<file path="config.mk">
export PLATFORM = sky130hd
export DESIGN_NAME = dec_rr_arbiter
export DESIGN_NICKNAME = d
export VERILOG_FILES = /design/src/rtl/dec_rr_arbiter.sv
export SDC_FILE = /design/constraint.sdc
export NUM_CORES = 1
export LEC_CHECK = 0
export CAP_MARGIN = 10
export CELL_PAD_IN_SITES_DETAIL_PLACEMENT = 0
export CELL_PAD_IN_SITES_GLOBAL_PLACEMENT = 1
export CORE_MARGIN = 2
export CORE_UTILIZATION = 36
export DETAILED_ROUTE_END_ITERATION = 10
export DONT_BUFFER_PORTS = 1
export GPL_ROUTABILITY_DRIVEN = 0
export HOLD_SLACK_MARGIN = 0.15
export PLACE_DENSITY_LB_ADDON = 0.1
export SLEW_MARGIN = 20
export SYNTH_ARGS = -nofsm -noshare
export SYNTH_HDL_FRONTEND = slang
export SYNTH_SLANG_ARGS = --single-unit
</file>
<file path="constraint.sdc">
create_clock -name i_clk -period 4.2 [get_ports i_clk]
set_input_delay 1.05 -clock i_clk [delete_from_list [all_inputs] [get_ports i_clk]]
set_output_delay 1.05 -clock i_clk [all_outputs]
set_load 0.03 [all_outputs]
</file>
<file path="src/rtl/dec_rr_arbiter.sv">
// rtl/dec_rr_arbiter.sv - round-robin arbiter sharing one 3-to-8 select decoder
//
// Purpose: picks one of 8 requesters, holds its select and one-hot grant for
// the whole transaction, then rotates priority past the winner. A grant held
// MAX_HOLD cycles is forcibly released with a one-cycle timeout pulse.
//
// Ports:
//   i_clk      system clock, rising edge
//   i_rst_n    synchronous active-low reset
//   i_req      request vector, bit n = requester n
//   i_done     winner signals transaction complete (pulse or level)
//   i_opt      grant polarity: 0 = active-low one-hot, 1 = active-high one-hot
//   o_sel      registered index of current/last winner
//   o_grant    decoded one-hot grant, polarity per i_opt
//   o_busy     grant active
//   o_timeout  one-cycle pulse on forced release at MAX_HOLD

module dec_rr_arbiter #(
    parameter int MAX_HOLD = 255,
    parameter int CNT_W    = 8
) (
    input  logic       i_clk,
    input  logic       i_rst_n,
    input  logic [7:0] i_req,
    input  logic       i_done,
    input  logic       i_opt,
    output logic [2:0] o_sel,
    output logic [7:0] o_grant,
    output logic       o_busy,
    output logic       o_timeout
);

    typedef enum logic [1:0] {
        ST_IDLE    = 2'd0,
        ST_GRANT   = 2'd1,
        ST_RELEASE = 2'd2
    } state_t;

    localparam logic [CNT_W-1:0] HOLD_LAST = CNT_W'(MAX_HOLD - 1);
    localparam logic [CNT_W-1:0] HOLD_MAX  = CNT_W'(MAX_HOLD);

    state_t           r_state, w_state_nxt;
    logic [2:0]       r_ptr, w_ptr_nxt;
    logic [2:0]       r_sel, w_sel_nxt;
    logic             r_busy, w_busy_nxt;
    logic [CNT_W-1:0] r_cnt, w_cnt_nxt;
    logic             r_timeout, w_timeout_nxt;

    logic             w_found;
    logic [2:0]       w_win;
    logic             w_release;
    logic             w_expire;
    logic [7:0]       w_onehot;

    // First set request bit searching from r_ptr upward; the 3-bit add wraps
    // naturally mod 8.
    always_comb begin
        w_found = 1'b0;
        w_win   = r_ptr;
        for (int i = 0; i < 8; i++) begin
            if (!w_found && i_req[r_ptr + 3'(i)]) begin
                w_found = 1'b1;
                w_win   = r_ptr + 3'(i);
            end
        end
    end

    // Normal release (done or withdrawal) takes precedence over the hold
    // limit, so a coincident expiry does not raise the timeout pulse.
    assign w_release = i_done || !i_req[r_sel];
    assign w_expire  = (r_cnt == HOLD_LAST);

    always_comb begin
        w_state_nxt   = r_state;
        w_ptr_nxt     = r_ptr;
        w_sel_nxt     = r_sel;
        w_busy_nxt    = r_busy;
        w_cnt_nxt     = r_cnt;
        w_timeout_nxt = 1'b0;
        case (r_state)
            ST_IDLE: begin
                if (w_found) begin
                    w_sel_nxt   = w_win;
                    w_busy_nxt  = 1'b1;
                    w_cnt_nxt   = '0;
                    w_state_nxt = ST_GRANT;
                end
            end
            ST_GRANT: begin
                if (r_cnt != HOLD_MAX) begin
                    w_cnt_nxt = r_cnt + 1'b1;
                end
                if (w_release || w_expire) begin
                    w_busy_nxt    = 1'b0;
                    w_timeout_nxt = w_expire && !w_release;
                    w_state_nxt   = ST_RELEASE;
                end
            end
            ST_RELEASE: begin
                // Rotate priority to the requester just after the winner.
                w_ptr_nxt   = r_sel + 3'd1;
                w_state_nxt = ST_IDLE;
            end
            default: begin
                w_busy_nxt  = 1'b0;
                w_state_nxt = ST_IDLE;
            end
        endcase
    end

    always_ff @(posedge i_clk) begin
        if (!i_rst_n) begin
            r_state   <= ST_IDLE;
            r_ptr     <= 3'd0;
            r_sel     <= 3'd0;
            r_busy    <= 1'b0;
            r_cnt     <= '0;
            r_timeout <= 1'b0;
        end else begin
            r_state   <= w_state_nxt;
            r_ptr     <= w_ptr_nxt;
            r_sel     <= w_sel_nxt;
            r_busy    <= w_busy_nxt;
            r_cnt     <= w_cnt_nxt;
            r_timeout <= w_timeout_nxt;
        end
    end

    // Decoder is combinational so an i_opt change shows in the same cycle.
    assign w_onehot  = r_busy ? (8'd1 << r_sel) : 8'd0;
    assign o_grant   = i_opt ? w_onehot : ~w_onehot;
    assign o_sel     = r_sel;
    assign o_busy    = r_busy;
    assign o_timeout = r_timeout;

endmodule

</file>
==> flow_metrics.py <==
metrics = {
    "run_status": {
        "status": "finished, final reports clean",
    },
    "floorplanning": {
        "die_y_um": 79.2,
        "initial_core_util": 0.372,
        "core_area_mm2": 0.00547,
        "dieArea_mm2": 0.00627,
        "die_w_um": 79.2,
        "num_rows": 27,
        "io_pins": 25,
    },
    "sta": {
        "worst_pin_slew_ns": 0.813,
        "hold_viol": 0,
        "max_slew_margin": 0.455,
        "skew_ns": 0.00205,
        "timing.final.crit_share": 0.842,
        "fin_tns_setup_ns": 0,
        "finalSetupViolCount": 0,
        "fin_crit_ns": 3.54,
        "drv_slew": 0,
        "rsz0062_at_grt": "false",
        "fmax_ghz": 0.283,
    },
    "pwr": {
        "p_sw_w": 0.000284,
        "p_seq_frac": 0.330,
        "clock_power_share": 0.212,
        "p_total_w": 0.000682,
        "peakVddDrop_uv": 101,
        "power_density_mw_per_mm2": 314,
        "combPwrFrac": 0.458,
        "switching_share": 0.417,
        "intPower_w": 0.000397,
        "leakage_nw": 0.747,
    },
    "detailed_routing": {
        "top_layer": "met4",
        "first_pass_iters": 4,
        "first_iter_violations": 76,
        "met1Wirelength_mm": 2.42,
        "routed_wl_mm": 5.42,
        "wl_per_cell_um": 17.9,
        "wl_met3_um": 180,
        "viasPerCell": 5.98,
        "drc_errors": 0,
        "vias": 1805,
        "dr_wl_met2_mm": 2.76,
        "ant_nets": 0,
    },
    "yosys": {
        "synth_top_family_by_area": "multiplexers",
        "yosysSeqAreaShare": 0.177,
        "synth_xor_area_frac": 0.0559,
        "synthFlopType": "dfxtp_1",
        "synth_area_mm2": 0.00204,
        "syn_nets": 253,
        "synth_seq_cells": 18,
        "async_flop_share": 0,
        "synthSimpleGateAreaFrac": 0.182,
        "synth_compound_area_frac": 0.208,
        "synth-adder-area-share": 0.0615,
        "synth-edff-count": 0,
        "yosysUniqueCellTypes": 51,
        "synthCells": 231,
        "avgSynthCellArea_um2": 8.81,
        "synth_mux_area_frac": 0.258,
        "ys_warn_count": 0,
    },
    "clock_tree": {
        "cts_buffers": 3,
        "cts_max_level": 1,
        "cts_resized": 0,
        "clk-insertion-delay-late_ns": 0.25,
        "post_cts_buffers": 0,
        "cts_tree": "yes",
        "holdBufCountCts": 0,
        "cts_root_buffer": "clkbuf_8",
        "numClockSinks": 18,
        "cts.clk_slew.worst_paths_ns": 0.07,
        "cts_buffer_depth": 2,
    },
    "finish": {
        "diodes": 0,
        "num-fill-cells": 584,
        "layout.nets": 253,
        "drive_gt1_frac": 0.126,
        "area_delta_synth_final_pct": 6.45,
    },
    "worst_setup_path": {
        "crit_path_start_kind": "register",
        "critical_path_required_ns": 4.38,
        "r2r_setup_slack_ns": 0.66,
        "end_kind": "register",
        "crit_chain": "inv_1 > ha_1 > mux2i_1 > mux2i_1 > o221ai_1 > buf_4 > nand4b_4 > o31ai_2 > o21ai_0 > a21oi_1",
        "crit_type": "reg2reg",
        "reg2reg_depth": 10,
        "cp_num_cells": 10,
        "crit_family": "compound AO/OA/AOI/OAI gates",
        "critPathArrivalTime_ns": 3.72,
        "cp_num_buf_inv": 2,
        "path_max_fanout": 14,
        "cp_common_cell": "mux2i_1",
        "crit_slowest_cell": "o31ai_2",
        "critical_path.max_stage_delay_ns": 0.72,
    },
    "global_routing": {
        "antenna_found_initial": 0,
        "grt_use_total": 0.180,
        "grt-ovfl-total": 0,
        "grt_first_pass_wirelength_mm": 9.12,
        "grt_max_degree": 22,
        "grt_pass1_vias": 1786,
    },
    "hold_path": {
        "whs_path_depth": 2,
        "hold_class": "reg2reg",
    },
    "job": {
        "drv_cap": 0,
    },
    "placement": {
        "portBuffers": 0,
        "hpwl_mm": 4.26,
    },
}
## Yosys cell counts (all sizes together) (2+ instances only)
library cell	number	area (µm²)
ha	10	125
or4	2	15.0
nor2b	4	25.0
a32oi	4	53.8
o221ai	2	17.5
mux2i	19	190
nand3b	4	30.0
o22ai	2	12.5
a31oi	2	12.5
o211ai	3	22.5
nor4	2	12.5
o31ai	3	27.5
xnor2	3	26.3
mux4	14	323
a21oi	14	70.1
clkbuf	5	18.8
o21a	3	22.5
dfxtp	18	360
xor2	10	87.6
or3	5	31.3
inv	16	60.1
buf	6	40.0
o21ai	10	50.1
nand2	20	75.1
nand2b	3	18.8
o2111ai	3	26.3
nand3	14	70.1
nor2	12	45.0
## area by class of cell
class / count / area [µm²] / share of cell area
clock buffers: 4 / 55.1 / 0.0254
well taps: 72 / 90.1 / 0.0416
multi-input cells: 186 / 1560 / 0.718
repair buffers: 6 / 45.0 / 0.0208
inverters: 16 / 60.1 / 0.0277
flip-flops and latches: 18 / 360 / 0.166
## path summary, 6_finish.rpt
kind	startpoint	endpoint
worst max-delay path	r_ptr[1]	r_cnt[3]
worst min-delay path	r_cnt[5]	r_cnt[5]
worst max register to register	r_ptr[1]	r_cnt[3]
worst min register to register	r_cnt[5]	r_cnt[5]
## through the flow
| stage | hold slack (ns) | instance area [µm²] | utilization | cells | setup slack, ns |
|---|---|---|---|---|---|
| floorplan | 0.447 | 2040 | - | 231 | 0.496 |
| global placement | 0.465 | 2110 | 0.386 | 298 | 0.838 |
| detailed placement | 0.474 | 2110 | 0.386 | 298 | 0.734 |
| CTS | 0.485 | 2170 | 0.396 | 302 | 0.700 |
| global route | 0.517 | 2170 | 0.396 | 302 | 0.437 |
| finish | 0.482 | 2170 | 0.396 | 302 | 0.662 |
## tightest hold or removal path, stage by stage, from the launching register on
cell,delay (ns)
dfxtp_1,0.32
o31ai_1,0.06
a21oi_1,0.05
## state kept, by name (all words and copies together) (netlist names)
name,cells
r_cnt,8
r_ptr,3
o_sel,3
o_timeout,1
r_state,2
o_busy,1
## layer usage
| metal | GRT usage | vias up |
|---|---|---|
| met3 | 0.0239 | 6 |
| met5 | 0 | - |
| li1 | - | 873 |
| met2 | 0.320 | 42 |
| met4 | 0.0379 | 0 |
| met1 | 0.231 | 884 |
## power groups by stage
stage,Clock (W),Combinational [W],Sequential (W)
floorplan,0,0.000252,0.000217
global placement,0,0.000304,0.000229
detailed placement,0,0.000309,0.000230
CTS,0.000149,0.000311,0.000226
global route,0.000157,0.000341,0.000228
finish,0.000144,0.000312,0.000225
## cells in the final DEF (no fill, tap or decap), types with 2 or more instances in the layout
master     netlist  final
or4_1            2      2
o31ai_1          2      2
o211ai_1         3      3
a31oi_1          2      2
o21a_1           3      3
nand2_1         20     20
a32oi_1          3      3
nand3b_1         4      4
buf_4            0      6
mux4_2          12     12
inv_1           16     16
nor2b_1          4      4
xor2_1          10     10
xnor2_1          3      3
o221ai_1         2      2
nand2b_1         3      3
nand3_1         14     14
nor4_1           2      2
dfxtp_1         18     18
ha_1            10     10
nor2_1          12     12
or3_1            5      5
mux2i_1         19     19
o21ai_0         10     10
a21oi_1         14     14
o2111ai_1        3      3
mux4_1           2      2
o22ai_1          2      2
clkbuf_8         0      4
## cells by family (layout without fill, tap and decap cells)
logic type,count (synthesis),count (layout)
simple gates,71,71
buf+inv,27,26
mux,34,34
compound gates,58,58
fa+ha+maj,10,10
flops,18,18
xor+xnor,13,13
(Power assumes the default switching activity.)
